### config.mk
export PLATFORM = sky130hd
export DESIGN_NAME = grey_frame_threshold
export DESIGN_NICKNAME = d
export VERILOG_FILES = /design/src/rtl/grey_frame_threshold.sv
export SDC_FILE = /design/constraint.sdc
export NUM_CORES = 1
export LEC_CHECK = 0
export BUFFER_PORTS_ARGS = -buffer_cell sky130_fd_sc_hd__buf_2
export CAP_MARGIN = 0
export CORE_ASPECT_RATIO = 0.75
export CORE_MARGIN = 5
export CORE_UTILIZATION = 45
export DETAILED_ROUTE_END_ITERATION = 6
export GPL_TIMING_DRIVEN = 0
export SETUP_SLACK_MARGIN = 0.15
export SLEW_MARGIN = 20
export SYNTH_ARGS = -nofsm -noshare
export SYNTH_HDL_FRONTEND = slang
export SYNTH_SLANG_ARGS = --single-unit
### constraint.sdc
create_clock -name clk -period 2.7 [get_ports clk]
set_input_delay 0.135 -clock clk [delete_from_list [all_inputs] [get_ports clk]]
set_output_delay 0.135 -clock clk [all_outputs]
set_load 0.01 [all_outputs]
### src/rtl/grey_frame_threshold.sv
// Purpose: binarize a grey pixel stream against the previous frame's mean brightness.
// Latency: 1 cycle from input accept to registered output; threshold/frame_done commit with out_last.
// Backpressure: single output register; in_ready = !out_valid || out_ready, so a stall holds the output and blocks input.
module grey_frame_threshold #(
  parameter int          IMG_W       = 128,
  parameter int          IMG_H       = 128,
  parameter logic [7:0]  INIT_THRESH = 8'd128
) (
  input  logic       clk,
  input  logic       rst,
  input  logic       in_valid,
  output logic       in_ready,
  input  logic [7:0] in_pix,
  output logic       out_valid,
  input  logic       out_ready,
  output logic [7:0] out_pix,
  output logic       out_last,
  output logic [7:0] thresh,
  output logic       frame_done
);

  // Frame size must be a power of two so the mean is a plain shift.
  localparam int NPIX = IMG_W * IMG_H;
  localparam int LOG  = $clog2(NPIX);
  localparam int SW   = LOG + 8;

  logic [LOG-1:0] pix_cnt;
  logic [SW-1:0]  sum;
  logic [SW-1:0]  sum_next;
  logic           accept;
  logic           is_last;

  // Handshake and frame-position decode.
  always_comb begin
    in_ready = !out_valid || out_ready;
    accept   = in_valid && in_ready;
    is_last  = (pix_cnt == LOG'(NPIX - 1));
    sum_next = sum + SW'(in_pix);
  end

  // Output register: reload on accept, clear valid on a drain without refill.
  always_ff @(posedge clk) begin
    if (rst) begin
      out_valid <= 1'b0;
      out_pix   <= 8'h00;
      out_last  <= 1'b0;
    end else if (accept) begin
      out_valid <= 1'b1;
      out_pix   <= (in_pix >= thresh) ? 8'hFF : 8'h00;
      out_last  <= is_last;
    end else if (out_valid && out_ready) begin
      out_valid <= 1'b0;
    end
  end

  // Frame statistics: running sum and pixel count; commit the mean on the last pixel.
  // The last pixel is compared against the old threshold above, since thresh updates here at the same edge.
  always_ff @(posedge clk) begin
    if (rst) begin
      pix_cnt    <= '0;
      sum        <= '0;
      thresh     <= INIT_THRESH;
      frame_done <= 1'b0;
    end else begin
      frame_done <= 1'b0;
      if (accept) begin
        if (is_last) begin
          thresh     <= sum_next[SW-1:LOG];
          sum        <= '0;
          pix_cnt    <= '0;
          frame_done <= 1'b1;
        end else begin
          sum     <= sum_next;
          pix_cnt <= pix_cnt + 1'b1;
        end
      end
    end
  end

endmodule

==> metrics <==
status=finished clean; number of fill cells=about 580; final core utilization=0.531; Worst path slowest cell=or4_1; Final Hold Violating Endpoints=0; post-route minimum period=approximately 2.3 ns; Avg Cell Area, Syn=8.29 sq um; RSZ-0062 raised after global routing=no; post-route ant nets=0; Via density=5.39; Yosys cell types=51; GRT Util Overall=0.179; crit end category=flop; Hold WC Path Type=input port to flop; GPL Wtd Cong=between 0.8 and 0.9; Buf/Inv on CP=0; layout cell share with drive strength beyond 1=0.177; Critical Path Max Stage Delay=roughly 0.53 ns; dpl hpwl=around 4800 um; io pins=32; CTS tree=yes; Setup TNS=0 ns; IO buf count=31; Post-Syn Instances=326; syn nets=approximately 360; LEAKAGE=~0.0013 uW; DR DRC count=0; CTS root buffer=clkbuf_8; fin. max-slew vios=0; Final #Nets=between 300 and 400; total CTS buffers=5; final worst slack=approximately 0.37 ns; crit path from=sum[1]; ANT cells=0; die height=around 77 um; Rows=24; Power per Cell Area=489 nW/um^2; worst IR drop on VDD=between 0.0002 and 0.0003 V; Routed WL=between 6000 and 7000 um; number of synthesized flops with an enable pin=0; FMAX=roughly 430 MHz; Starting Density=0.464; H-tree levels=2; via count=roughly 2,400; pin count of the biggest net entering global routing=15; dpl ws=about 0.14 ns; Netlist Area Pre-Place=about 2700 sq um; Rel. slew slack=0.595; DR WL/cell=approximately 15 um; die area=around 7700 sq um; CP Data Required Time=roughly 3 ns; Die Width=slightly below 100 um; critical path depth=7; data arrival time of the worst path=about 2.6 ns; sequential fraction of the synthesis area=0.356; endpoints failing setup=0; hold path start=in_valid; cell depth of the worst flop-to-flop path=7; cts hold-fix bufs=0; total power=about 1500 uW; RR Startpoint=sum[1]; FFs w/ async S/R, synth=0; yosys warns=0; max-cap violation count=0; commonest non-fill, non-tap cell in the layout=dfxtp_1; 1st-iter DRT viols=~170; synthesis-to-layout area growth=14.6%; Final Cycle Share=0.862; Final Skew=roughly 0.013 ns; clk slew on worst S/H paths=roughly 0.10 ns; crit-path cells=ha_1 > a21oi_1 > nand4b_1 > a21oi_2 > nor2_1 > or4_1 > a31oi_1; Yosys reg bits=48; DR pass1 iterations=5; first-pass GRT wire length=11,300 um; clock sink count=48; Hold Slack=approximately 0.088 ns; Critical Path Start Type=flop; kind of critical path=flop to flop; clk_lat worst skew=just over 0.3 ns; core area=approximately 5800 sq um; vias in the first global route=2,266; Overflow after GRT=0; crit-path max FO=9; clock buffer depth=2; initial antenna violation count=0; most frequent cells in the layout=dfxtp_1, nor2_1, buf_2; Main synth FF type=dfxtp_1; worst hold path cell count=3; worst slew pin tran=0.608 ns; CP top delay family=simple AND/OR/NAND/NOR gates
-- report_power, final --
part           internal [uW]  switching [uW]  leakage [uW]  total, uW
logic                    104             147      0.000819        251
clock network            275             245     0.0000552        520
registers                727            14.8      0.000389        742
total                   1110             406       0.00126       1510
-- worst paths after layout --
path	slack [ns]	end
max	0.37	sum[19]
min	0.09	out_valid
max reg2reg	0.37	sum[19]
min reg2reg	0.47	sum[6]
-- stage by stage --
step	cell area, sq um	cells
3_3_place_gp	2950	435
4_1_cts	3060	443
6_report	3100	445
3_5_place_dp	2950	435
5_1_grt	3100	445
2_1_floorplan	2700	326
-- routing by layer --
layer | routed length (um) | up-vias | GRT usage
met5 | 0 | - | 0
met4 | 59 | 0 | 0.0341
met3 | 314 | 7 | 0.0363
met2 | 2600 | 60 | 0.255
met1 | 3590 | 1112 | 0.277
li1 | - | 1221 | -
-- registers in the layout, indices dropped and copies added (netlist names) --
name        cells
sum            22
pix_cnt        14
thresh          8
frame_done      1
out_last        1
out_pix         1
out_valid       1
-- kinds of logic after synthesis --
kind of cell | synth area share
adder cells (fa/ha/maj) | 0.0861
flip-flops | 0.356
XOR/XNOR | 0.0875
AO/OA/AOI/OAI | 0.152
AND/OR/NAND/NOR | 0.245
multiplexers | 0.0111
buffers and inverters | 0.0630
-- cell usage after synthesis (5+ instances only) --
cell | count | share of area
a211oi_1 | 7 | 0.019
a21oi_1 | 19 | 0.035
a31oi_1 | 10 | 0.023
buf_4 | 7 | 0.019
clkbuf_1 | 8 | 0.011
dfxtp_1 | 48 | 0.36
ha_1 | 17 | 0.079
inv_1 | 15 | 0.021
nand2_1 | 32 | 0.044
nand2b_1 | 5 | 0.012
nand3_1 | 11 | 0.020
nand4_1 | 10 | 0.023
nor2_1 | 41 | 0.057
o211ai_1 | 9 | 0.025
or3_1 | 5 | 0.012
xor2_1 | 23 | 0.075
-- timing repair --
action / CTS / global route
gates resized for setup: 1 / 3
cloned: 0 / 0
pin swaps: 0 / 1
endpoints found under the setup margin: 2 / 7
setup buffers: 0 / 2
-- tightest hold or removal path, stage by stage --
cell and delay (ns):
buf_2 0.11, inv_1 0.05, a21oi_1 0.06
-- cell type report --
cell class / instances / area, sq um / share of cell area
multi-input combinational: 243 / 1590 / 0.513
sequential: 48 / 961 / 0.310
timing repair buffer: 33 / 170 / 0.0550
buffer: 20 / 114 / 0.0368
tap: 78 / 97.6 / 0.0315
clock buffer: 6 / 72.6 / 0.0234
inverter: 15 / 56.3 / 0.0182
clock inverter: 2 / 35.0 / 0.0113
Power figures use the tool's default switching activity.
